==> src/rtl/alu_seq_pkg.sv <==
// Shared opcode, state and default-size definitions for the sequential ALU.
package alu_seq_pkg;

  localparam int DEF_WIDTH = 8;
  localparam int DEF_OP_W  = 4;

  // Opcode values; addition..decrement keep their historical names.
  localparam int OP_ADDITION     = 0;
  localparam int OP_SUBSTRACTION = 1;
  localparam int OP_INCREMENT    = 2;
  localparam int OP_DECREMENT    = 3;
  localparam int OP_ADD_CARRY    = 4;
  localparam int OP_AND_OP       = 5;
  localparam int OP_OR_OP        = 6;
  localparam int OP_XOR_OP       = 7;
  localparam int OP_SHL          = 8;
  localparam int OP_SHR          = 9;
  localparam int OP_MUL          = 10;

  typedef enum logic [1:0] {
    ST_IDLE = 2'd0,
    ST_EXEC = 2'd1,
    ST_MUL  = 2'd2,
    ST_DONE = 2'd3
  } state_e;

endpackage

==> src/rtl/alu_mul_seq.sv <==
// Iterative shift-add unsigned multiplier: one multiplier bit per cycle, LSB first.
module alu_mul_seq #(
  parameter int WIDTH = 8
) (
  input  logic               clk,
  input  logic               rst,
  input  logic               go,
  input  logic [WIDTH-1:0]   a,
  input  logic [WIDTH-1:0]   b,
  output logic               busy,
  output logic               done,
  output logic [2*WIDTH-1:0] product
);

  localparam int CNT_W = $clog2(WIDTH + 1);

  logic [WIDTH-1:0] mcand;
  logic [CNT_W-1:0] cnt;
  logic [WIDTH:0]   sum;

  // Upper half plus multiplicand when the current multiplier bit (product[0]) is set.
  always_comb begin
    sum = {1'b0, product[2*WIDTH-1:WIDTH]};
    if (product[0]) sum = sum + {1'b0, mcand};
  end

  // Product register holds {partial sum, remaining multiplier bits}; shift right each step.
  always_ff @(posedge clk) begin
    if (rst) begin
      busy    <= 1'b0;
      done    <= 1'b0;
      cnt     <= '0;
      mcand   <= '0;
      product <= '0;
    end else begin
      done <= 1'b0;
      if (go && !busy) begin
        mcand   <= a;
        product <= {{WIDTH{1'b0}}, b};
        cnt     <= '0;
        busy    <= 1'b1;
      end else if (busy) begin
        product <= {sum, product[WIDTH-1:1]};
        cnt     <= cnt + CNT_W'(1);
        if (cnt == CNT_W'(WIDTH - 1)) begin
          busy <= 1'b0;
          done <= 1'b1;
        end
      end
    end
  end

endmodule

==> src/rtl/alu_seq.sv <==
// Registered ALU with start/done handshake, carry/zero flag registers and a
// multi-cycle multiplier. Results reach the outputs only on the done cycle.
module alu_seq
  import alu_seq_pkg::*;
#(
  parameter int WIDTH = DEF_WIDTH,
  parameter int OP_W  = DEF_OP_W
) (
  input  logic             clk,
  input  logic             rst,
  input  logic             start,
  input  logic [OP_W-1:0]  operation,
  input  logic [WIDTH-1:0] A,
  input  logic [WIDTH-1:0] B,
  output logic             busy,
  output logic             done,
  output logic [WIDTH-1:0] C,
  output logic [WIDTH-1:0] C_hi,
  output logic             flags_c_val,
  output logic             flags_z_val
);

  localparam logic [WIDTH:0] ONE = (WIDTH + 1)'(1);

  state_e state, state_n;

  logic [OP_W-1:0]  op_q;
  logic [WIDTH-1:0] a_q, b_q;
  logic             cin_q;

  logic             accept, mul_go, start_mul;
  logic             mul_busy, mul_done;
  logic [2*WIDTH-1:0] product;

  logic [WIDTH:0]   ext_a, ext_b, tmp;
  logic             alu_c, alu_z;

  logic [WIDTH-1:0] res_lo, res_hi;
  logic             res_c, res_z;

  alu_mul_seq #(.WIDTH(WIDTH)) u_mul (
    .clk     (clk),
    .rst     (rst),
    .go      (mul_go),
    .a       (A),
    .b       (B),
    .busy    (mul_busy),
    .done    (mul_done),
    .product (product)
  );

  // State register.
  always_ff @(posedge clk) begin
    if (rst) state <= ST_IDLE;
    else     state <= state_n;
  end

  // Next state, handshake and multiplier kick-off; start is blocked on the done cycle.
  always_comb begin
    state_n   = state;
    accept    = 1'b0;
    mul_go    = 1'b0;
    busy      = 1'b1;
    start_mul = (operation == OP_W'(OP_MUL));
    case (state)
      ST_IDLE: begin
        busy = 1'b0;
        if (start && !done) begin
          accept  = 1'b1;
          mul_go  = start_mul;
          state_n = start_mul ? ST_MUL : ST_EXEC;
        end
      end
      ST_EXEC: state_n = ST_DONE;
      ST_MUL:  if (mul_done && !mul_busy) state_n = ST_DONE;
      ST_DONE: state_n = ST_IDLE;
      default: state_n = ST_IDLE;
    endcase
  end

  // Latch operands, opcode and the carry-in seen at accept time.
  always_ff @(posedge clk) begin
    if (rst) begin
      op_q  <= '0;
      a_q   <= '0;
      b_q   <= '0;
      cin_q <= 1'b0;
    end else if (accept) begin
      op_q  <= operation;
      a_q   <= A;
      b_q   <= B;
      cin_q <= flags_c_val;
    end
  end

  // Single-cycle ops on a WIDTH+1 bit temporary; logic ops pass the carry through.
  always_comb begin
    ext_a = {1'b0, a_q};
    ext_b = {1'b0, b_q};
    tmp   = '0;
    alu_c = cin_q;
    case (op_q)
      OP_W'(OP_ADDITION):     begin tmp = ext_a + ext_b;               alu_c = tmp[WIDTH];  end
      OP_W'(OP_SUBSTRACTION): begin tmp = ext_a - ext_b;               alu_c = ~tmp[WIDTH]; end
      OP_W'(OP_INCREMENT):    begin tmp = ext_a + ONE;                 alu_c = tmp[WIDTH];  end
      OP_W'(OP_DECREMENT):    begin tmp = ext_a - ONE;                 alu_c = ~tmp[WIDTH]; end
      OP_W'(OP_ADD_CARRY):    begin tmp = ext_a + ext_b + {{WIDTH{1'b0}}, cin_q};
                                    alu_c = tmp[WIDTH]; end
      OP_W'(OP_AND_OP):       tmp = ext_a & ext_b;
      OP_W'(OP_OR_OP):        tmp = ext_a | ext_b;
      OP_W'(OP_XOR_OP):       tmp = ext_a ^ ext_b;
      OP_W'(OP_SHL):          begin tmp = {1'b0, a_q[WIDTH-2:0], 1'b0}; alu_c = a_q[WIDTH-1]; end
      OP_W'(OP_SHR):          begin tmp = {2'b00, a_q[WIDTH-1:1]};      alu_c = a_q[0];       end
      default:                begin tmp = '0;                          alu_c = 1'b0;        end
    endcase
    alu_z = (tmp[WIDTH-1:0] == '0);
  end

  // Stage the result: ALU result from EXEC, product when the multiplier finishes.
  always_ff @(posedge clk) begin
    if (rst) begin
      res_lo <= '0;
      res_hi <= '0;
      res_c  <= 1'b0;
      res_z  <= 1'b0;
    end else if (state == ST_EXEC) begin
      res_lo <= tmp[WIDTH-1:0];
      res_hi <= '0;
      res_c  <= alu_c;
      res_z  <= alu_z;
    end else if (state == ST_MUL && mul_done) begin
      res_lo <= product[WIDTH-1:0];
      res_hi <= product[2*WIDTH-1:WIDTH];
      res_c  <= (product[2*WIDTH-1:WIDTH] != '0);
      res_z  <= (product == '0);
    end
  end

  // Visible outputs change only together with the done pulse.
  always_ff @(posedge clk) begin
    if (rst) begin
      done        <= 1'b0;
      C           <= '0;
      C_hi        <= '0;
      flags_c_val <= 1'b0;
      flags_z_val <= 1'b0;
    end else begin
      done <= (state == ST_DONE);
      if (state == ST_DONE) begin
        C           <= res_lo;
        C_hi        <= res_hi;
        flags_c_val <= res_c;
        flags_z_val <= res_z;
      end
    end
  end

endmodule

==> config.mk <==
export PLATFORM = sky130hd
export DESIGN_NAME = alu_seq
export DESIGN_NICKNAME = d
export VERILOG_FILES = /design/src/rtl/alu_seq_pkg.sv /design/src/rtl/alu_mul_seq.sv /design/src/rtl/alu_seq.sv
export SDC_FILE = /design/constraint.sdc
export NUM_CORES = 1
export LEC_CHECK = 0
export ABC_AREA = 1
export BUFFER_PORTS_ARGS = -buffer_cell sky130_fd_sc_hd__buf_2
export CELL_PAD_IN_SITES_DETAIL_PLACEMENT = 0
export CELL_PAD_IN_SITES_GLOBAL_PLACEMENT = 1
export CORE_ASPECT_RATIO = 0.8
export CORE_MARGIN = 2
export CORE_UTILIZATION = 39
export DETAILED_ROUTE_END_ITERATION = 8
export GPL_TIMING_DRIVEN = 1
export PLACE_DENSITY = 0.86
export SLEW_MARGIN = 20
export SYNTH_ARGS = -nofsm -noshare
export SYNTH_HDL_FRONTEND = slang
export SYNTH_SLANG_ARGS = --single-unit
==> constraint.sdc <==
create_clock -name clk -period 2.2 [get_ports clk]
set_input_delay 0.11 -clock clk [delete_from_list [all_inputs] [get_ports clk]]
set_output_delay 0.11 -clock clk [all_outputs]
set_load 0.02 [all_outputs]
==> results.rst, run 1 <==
.. list-table::
   :header-rows: 1

   * - Metric
     - Value
   * - Clock skew after layout
     - 0.00500 ns
   * - Via count of the first global-routing pass
     - 5608
   * - Fin. Hold Viols
     - 0
   * - Worst path max stage delay
     - 0.43 ns
   * - All-Layer GR Usage
     - 0.234
   * - FF/Latch Area
     - 1810 µm²
   * - CTS root buffer
     - sky130_fd_sc_hd__clkbuf_16
   * - Number of violations reported at the end of detailed-routing iteration 0
     - 594
   * - Number of DRC violations after detailed routing
     - 0
   * - CORE AREA
     - 14400 µm²
   * - Top-area cell type share of the netlist area
     - 0.310
   * - Cell depth of the worst hold path
     - 3
   * - Via count
     - 6089
   * - # nets final
     - 1053
   * - Setup_tns
     - -0.210 ns
   * - Synthesis-to-finish area growth
     - 23.8%
   * - Unrepaired setup endpoints after global routing
     - true
   * - Clock-pin slew on the worst setup and hold paths
     - 0.07 ns
   * - CP arrival
     - 2.51 ns
   * - Vertical extent of the die
     - 113 µm
   * - Clock latency at the later pin of the worst-skew pair
     - 0.35 ns
   * - TritonCTS clock tree
     - done
   * - Failing checks
     - setup timing
   * - Hold slack final
     - 0.0120 ns
   * - Top achievable clock speed
     - 438 MHz
   * - Dominant cell type by count on the critical path
     - sky130_fd_sc_hd__nor2_1
   * - Reg-to-reg critical path endpoint
     - res_lo[5]$_SDFFE_PP0P_
   * - Crit path cell chain
     - ha_4 > inv_2 > fa_2 > inv_2 > buf_4 > nand2_2 > nor2_4 > nand3_2 > nor2_2 > nand2_1 > nand2_1 > nor2_1 > nor2_2 > nor2_1 > a211oi_1 > nor2_1
   * - Number of flip-flops and latches in the synthesized netlist
     - 90
   * - Number of levels the H-tree was split into
     - 3
   * - Starting density of the core
     - 0.403
   * - Status
     - finished, violations left
   * - Startpoint class of the critical path
     - register
   * - Diodes inserted
     - 0
   * - Setup-failing EPs final
     - 3
   * - Net load switching power
     - 3.50 mW
   * - Post-detail-place hpwl
     - 14.1 mm
   * - Final setup slack of the worst path
     - -0.0844 ns
   * - Count of boundary I/O pins
     - 43
   * - Portion of the post-synthesis area used by sequential elements
     - 0.310
   * - Worst reg2reg startpoint
     - a_q[0]$_SDFFE_PP0P_
   * - Instance count after placement with tap cells included
     - 1155
   * - Share of post-route cells with drive strength above 1
     - 0.219
   * - Worst vdd ir
     - 0.446 mV
   * - Kind of end point of the critical path
     - register
   * - Wire length of the first global-routing pass
     - 29.4 mm
   * - Endpoint of the worst hold path
     - u_mul.mcand[7]$_SDFFE_PP0P_
   * - Switching share of total power
     - 0.441
   * - Biggest area consumer among synthesized cells
     - sky130_fd_sc_hd__dfxtp_1
   * - Worst min-delay path category
     - input port to register
   * - Slew at the pin closest to its max-slew limit
     - 0.520 ns
   * - Cts hold-fix bufs
     - 0
   * - Maximum number of pins on one net before global-route repair
     - 42
   * - Category of the most critical setup path
     - register to register
   * - Ratio of total power to cell area
     - 1100 nW/µm²
   * - Final number of max-transition violations
     - 0
   * - Portion of the clock cycle consumed by the worst path in the final layout
     - 1.04
   * - Worst slew margin relative to its limit
     - 0.653
   * - Routed via count divided by cell count
     - 5.18
   * - Synth Net Count
     - 958
   * - Number of fill cells
     - 1483
   * - Mean instance size in the synthesized netlist
     - 6.52 µm²
   * - Share of total power in combinational logic
     - 0.534
   * - Worst path bufs/invs
     - 3
   * - Total grt overflow
     - 0
   * - Cell family with most CP delay
     - simple AND/OR/NAND/NOR gates
   * - Clock Path Buffers
     - 2
   * - Path depth of the worst reg2reg path
     - 16
   * - Row count
     - 39
   * - Final worst path period need
     - 2.28 ns
   * - Post-synthesis cell type count
     - 40
   * - Top area cells in the synthesized netlist
     - sky130_fd_sc_hd__dfxtp_1, sky130_fd_sc_hd__nand2_1, sky130_fd_sc_hd__ha_1
   * - Portion of total power attributed to sequential cells
     - 0.260
   * - Post-layout instance count excluding filler cells
     - 1175
   * - Part of the total power dissipated in the clock network
     - 0.205
   * - Width of the chip
     - 140 µm
   * - Yosys warning total
     - 0
   * - Leakage power
     - 3.38 nW
   * - Number of antenna violations at the first check in global routing
     - 0
   * - Final routed wirelength across all metal layers
     - 18.0 mm
   * - Clock sink count
     - 90
   * - Area of the multi-input gates
     - 3680 µm²
   * - Summed instance area of the synthesized netlist
     - 5810 µm²
   * - Worst path slowest cell
     - sky130_fd_sc_hd__fa_2
   * - Area of the die
     - 15900 µm²
   * - Port Buffer Count
     - 42
   * - Required time of the critical path
     - 2.43 ns
   * - Average wire per standard cell
     - 15.3 µm
   * - Flop2flop setup slack
     - -0.08 ns
   * - Number of instances in the synthesized netlist
     - 891
   * - Final RePlAce weighted congestion
     - 0.950
   * - Number of CTS-inserted buffers
     - 9
   * - Min-Delay Startpoint
     - A[7]
   * - Top fanout value on the critical path
     - 3
   * - Max-cap violations
     - 0
   * - Drt pass-1 iters
     - 5
   * - Cell-internal power
     - 4.44 mW
   * - Remaining number of nets flagged by the antenna check after routing
     - 0
-- metrics by stage --
step | utilization | worst slack, ns | power [mW] | instance area (µm²)
final | 0.499 | -0.0844 | 7.94 | 7190
after global routing | 0.499 | -0.324 | 8.49 | 7190
after CTS | 0.487 | -0.0463 | 7.62 | 7010
after detailed placement | 0.462 | -0.162 | 5.94 | 6650
after global placement | 0.462 | -0.0926 | 5.93 | 6650
after floorplan | - | 0.0148 | 4.50 | 5830
-- per-layer routing --
layer / GRT usage / up-vias / share of wire
met1: 0.372 / 2754 / 0.53
li1: - / 3110 / -
met3: 0.0504 / 14 / 0.082
met5: 0 / - / 0
met4: 0.0505 / 0 / 0.011
met2: 0.317 / 211 / 0.38
-- cell families (layout without fill, tap and decap cells) --
| family | Yosys count | after routing | share of synthesized area |
|---|---|---|---|
| AOI/OAI and AO/OA | 172 | 172 | 0.162 |
| xor gates and xnor gates | 7 | 7 | 0.0106 |
| adders and majority gates | 44 | 44 | 0.0987 |
| buffers and inverters | 133 | 233 | 0.0914 |
| DFF | 90 | 90 | 0.310 |
| and+or+nand+nor | 445 | 445 | 0.327 |
-- how the worst max path moves through the flow --
stage | startpoint | end | slack, ns | cells past startpoint
2_1_floorplan | b_q[0]$_SDFFE_PP0P_ | res_z$_SDFFE_PP0P_ | 0.01 | 16
3_3_place_gp | b_q[0]$_SDFFE_PP0P_ | res_z$_SDFFE_PP0P_ | -0.09 | 16
3_5_place_dp | b_q[0]$_SDFFE_PP0P_ | res_z$_SDFFE_PP0P_ | -0.16 | 18
4_1_cts | a_q[0]$_SDFFE_PP0P_ | res_z$_SDFFE_PP0P_ | -0.05 | 16
5_1_grt | a_q[0]$_SDFFE_PP0P_ | res_z$_SDFFE_PP0P_ | -0.32 | 16
6_report | a_q[0]$_SDFFE_PP0P_ | res_lo[5]$_SDFFE_PP0P_ | -0.08 | 16
-- flip-flops by register name, summed over array words and instances, names as in the netlist --
register       flops
flags_c_val        1
flags_z_val        1
op_q               4
b_q                8
u_mul.done         1
a_q                8
u_mul.busy         1
C                  8
state              2
res_hi             8
res_lo             8
cin_q              1
u_mul.cnt          4
u_mul.mcand        8
done               1
res_c              1
res_z              1
u_mul.product     16
C_hi               8
-- synth_stat cells (all sizes together) --
| cell | n |
|---|---|
| nand2 | 193 |
| clkinv | 4 |
| o21ai | 83 |
| nor4 | 4 |
| xnor2 | 2 |
| ha | 41 |
| o21bai | 2 |
| dfxtp | 90 |
| o211ai | 4 |
| a21oi | 65 |
| o311ai | 1 |
| nand4 | 9 |
| buf | 11 |
| fa | 3 |
| a211oi | 4 |
| a221oi | 1 |
| nor3 | 6 |
| o221ai | 4 |
| nand3b | 7 |
| a31oi | 1 |
| o22ai | 3 |
| inv | 99 |
| xor2 | 5 |
| nor2 | 143 |
| o21a | 1 |
| o31a | 1 |
| a22oi | 1 |
| nand3 | 81 |
| clkbuf | 19 |
| a41oi | 1 |
| or2 | 2 |
-- layout make-up --
| type | instances | share of cell area |
|---|---|---|
| clock buffer | 11 | 0.0352 |
| clock inverter | 5 | 0.00836 |
| inverter | 103 | 0.0540 |
| multi-input combinational | 668 | 0.512 |
| sequential | 90 | 0.252 |
| tap | 184 | 0.0320 |
| timing repair buffer | 114 | 0.106 |
-- power groups by stage --
| stage | clock (mW) | sequential (mW) | combinational [mW] |
|---|---|---|---|
| finish | 1.63 | 2.07 | 4.24 |
| global route | 1.72 | 2.10 | 4.67 |
| CTS | 1.65 | 2.06 | 3.91 |
| detailed placement | 0 | 2.10 | 3.84 |
| global placement | 0 | 2.09 | 3.84 |
| floorplan | 0 | 2.17 | 2.33 |
-- layout by cell type, fill, tap and decap left out, drive strengths merged, types with 5 or more instances in the layout --
| cell type | n |
|---|---|
| ha | 41 |
| nor3 | 6 |
| o21ai | 83 |
| nor2 | 143 |
| clkinv | 5 |
| buf | 114 |
| xor2 | 5 |
| nand2 | 193 |
| dfxtp | 90 |
| nand3b | 7 |
| nand4 | 9 |
| clkbuf | 11 |
| inv | 101 |
| nand3 | 81 |
| a21oi | 65 |
-- what timing repair did --
item	in CTS	in global routing
gates resized for setup	16	46
buffers inserted	1	3
pin swaps	10	22
hold endpoints to repair	0	0
endpoints found under the setup margin	7	35
-- worst min-delay path, delay by kind of cell --
kind                   cells  cell delay (ns)
buffers and inverters      1             0.09
and+or+nand+nor            2             0.12
Note: power is estimated with default switching activity, not from simulation.
==> run 2, diff against run 1 <==
--- a/config.mk
+++ b/config.mk
@@ -14,7 +14,8 @@
 export CORE_UTILIZATION = 39
 export DETAILED_ROUTE_END_ITERATION = 8
 export GPL_TIMING_DRIVEN = 1
-export PLACE_DENSITY = 0.86
+export PLACE_DENSITY_LB_ADDON = 0.1
+export REMOVE_ABC_BUFFERS = 1
 export SLEW_MARGIN = 20
 export SYNTH_ARGS = -nofsm -noshare
 export SYNTH_HDL_FRONTEND = slang
==> results.rst, run 2 (same netlist as run 1, synthesis figures left out) <==
.. list-table::
   :header-rows: 1

   * - Metric
     - Value
   * - Status
     - finished, violations left
   * - Failing checks
     - setup timing
   * - Worst path slowest cell
     - sky130_fd_sc_hd__fa_2
   * - Final setup slack of the worst path
     - -0.146 ns
   * - Area of the die
     - 15900 µm²
   * - Net load switching power
     - 3.55 mW
   * - Clock skew after layout
     - 0.0111 ns
   * - Portion of the clock cycle consumed by the worst path in the final layout
     - 1.07
   * - Flop2flop setup slack
     - -0.15 ns
   * - Required time of the critical path
     - 2.49 ns
   * - Number of CTS-inserted buffers
     - 9
   * - Number of levels the H-tree was split into
     - 3
   * - Clock Path Buffers
     - 2
   * - Unrepaired setup endpoints after global routing
     - true
   * - Clock-pin slew on the worst setup and hold paths
     - 0.07 ns
   * - Worst path max stage delay
     - 0.44 ns
   * - Clock latency at the later pin of the worst-skew pair
     - 0.35 ns
   * - Crit path cell chain
     - ha_4 > inv_2 > fa_2 > inv_2 > ha_4 > nand3_2 > inv_2 > nand3_2 > nor2_2 > nand2_1 > o21bai_1 > nand3_1 > nand2_1 > nand2_1 > a21oi_2
   * - # nets final
     - 1064
   * - Portion of total power attributed to sequential cells
     - 0.261
   * - Number of violations reported at the end of detailed-routing iteration 0
     - 429
   * - Via count of the first global-routing pass
     - 5688
   * - Number of DRC violations after detailed routing
     - 0
   * - Fin. Hold Viols
     - 0
   * - Worst min-delay path category
     - input port to register
   * - Kind of end point of the critical path
     - register
   * - Share of post-route cells with drive strength above 1
     - 0.212
   * - All-Layer GR Usage
     - 0.246
   * - Width of the chip
     - 140 µm
   * - Routed via count divided by cell count
     - 5.24
   * - Maximum number of pins on one net before global-route repair
     - 44
   * - CP arrival
     - 2.63 ns
   * - Clock sink count
     - 90
   * - Most common cell after layout, fill and taps aside
     - sky130_fd_sc_hd__nand2_1
   * - FF/Latch Area
     - 1810 µm²
   * - TritonCTS clock tree
     - done
   * - Final RePlAce weighted congestion
     - 0.942
   * - Remaining number of nets flagged by the antenna check after routing
     - 0
   * - Top achievable clock speed
     - 426 MHz
   * - Final routed wirelength across all metal layers
     - 19.2 mm
   * - Post-detail-place hpwl
     - 15.1 mm
   * - Slew at the pin closest to its max-slew limit
     - 0.557 ns
   * - Vertical extent of the die
     - 113 µm
   * - Row count
     - 39
   * - Top fanout value on the critical path
     - 3
   * - CTS root buffer
     - sky130_fd_sc_hd__clkbuf_16
   * - Part of the total power dissipated in the clock network
     - 0.191
   * - Number of antenna violations at the first check in global routing
     - 0
   * - Average wire per standard cell
     - 16.2 µm
   * - Starting density of the core
     - 0.403
   * - Crit. Startpoint
     - a_q[0]$_SDFFE_PP0P_
   * - CORE AREA
     - 14400 µm²
   * - Worst reg2reg startpoint
     - a_q[0]$_SDFFE_PP0P_
   * - Port Buffer Count
     - 42
   * - Worst vdd ir
     - 0.460 mV
   * - Total power after layout
     - 7.91 mW
   * - Max-cap violations
     - 0
   * - Setup-failing EPs final
     - 6
   * - Startpoint class of the critical path
     - register
   * - Ratio of total power to cell area
     - 1100 nW/µm²
   * - Final worst path period need
     - 2.35 ns
   * - Min-Delay Startpoint
     - A[3]
   * - Number of fill cells
     - 1499
   * - Synthesis-to-finish area growth
     - 23.9%
   * - Category of the most critical setup path
     - register to register
   * - Hold slack final
     - 0.0121 ns
   * - Number of flip-flops in the largest register
     - 16
   * - Commonest cells after routing, fill and taps aside
     - sky130_fd_sc_hd__nand2_1, sky130_fd_sc_hd__nor2_1, sky130_fd_sc_hd__dfxtp_1, sky130_fd_sc_hd__inv_1, sky130_fd_sc_hd__buf_4
   * - Cell-internal power
     - 4.37 mW
   * - Share of total power in combinational logic
     - 0.548
   * - Switching share of total power
     - 0.448
   * - Area of the multi-input gates
     - 3630 µm²
   * - Worst slew margin relative to its limit
     - 0.625
   * - Wire length of the first global-routing pass
     - 30.8 mm
   * - Total grt overflow
     - 0
   * - Via count
     - 6215
   * - Diodes inserted
     - 0
   * - Leakage power
     - 3.40 nW
   * - Drt pass-1 iters
     - 6
   * - Utilization after layout
     - 0.500
   * - Cell family with most CP delay
     - adder cells
   * - Register containing the most flip-flops in the final layout
     - u_mul.product
   * - Final number of max-transition violations
     - 0
   * - Count of boundary I/O pins
     - 43
   * - Worst path bufs/invs
     - 3
[run 2: power groups by stage]
stage          sequential [mW]  clock [mW]  combinational (mW)
2_1_floorplan             2.19           0                2.20
3_3_place_gp              2.08           0                3.98
3_5_place_dp              2.09           0                3.99
4_1_cts                   2.06        1.54                4.12
5_1_grt                   2.10        1.60                4.77
6_report                  2.07        1.51                4.33
[run 2: repair_timing]
item                                    4_1_cts  5_1_grt
resized for setup                            25       27
pin swaps                                    11       19
endpoints found under the setup margin        7       26
hold endpoints to repair                      1        0
buffers inserted                              4        1
hold buffers                                  1        0
[run 2: worst register-to-register path: cells and delay by family (launching register included)]
| kind | cells | cell delay (ns) |
|---|---|---|
| AND/OR/NAND/NOR | 7 | 0.68 |
| buffers and inverters | 3 | 0.24 |
| adder cells (fa/ha/maj) | 3 | 0.74 |
| AO/OA/AOI/OAI | 2 | 0.26 |
| flip-flops | 1 | 0.36 |
[run 2: final timing paths]
path,cells past startpoint,end
hold reg to reg,2,res_hi[1]$_SDFFE_PP0P_
setup reg to reg,15,res_c$_SDFFE_PP0P_
hold / removal,3,u_mul.mcand[3]$_SDFFE_PP0P_
setup / recovery,15,res_c$_SDFFE_PP0P_
[run 2: layout make-up]
type,instances,share of cell area
clock buffer,11,0.0338
timing repair buffer,125,0.118
multi-input combinational,668,0.505
tap,184,0.0320
clock inverter,5,0.00522
sequential,90,0.252
inverter,103,0.0538
[run 2: per-layer routing]
| metal | GRT usage | vias to the layer above | wire (µm) |
|---|---|---|---|
| met5 | 0 | - | 0 |
| met4 | 0.0519 | 0 | 237 |
| met3 | 0.0436 | 20 | 1250 |
| met2 | 0.352 | 201 | 7700 |
| met1 | 0.382 | 2873 | 10000 |
| li1 | - | 3121 | - |
[run 2: metrics by stage]
step	instance area, µm²	setup TNS [ns]	instances	setup slack, ns
final	7190	-0.632	1186	-0.146
after CTS	7100	-0.434	1185	-0.105
after floorplan	5660	-0.207	861	-0.135
after detailed placement	6690	-1.14	1164	-0.259
after global routing	7190	-1.68	1186	-0.363
after global placement	6690	-0.698	1164	-0.162
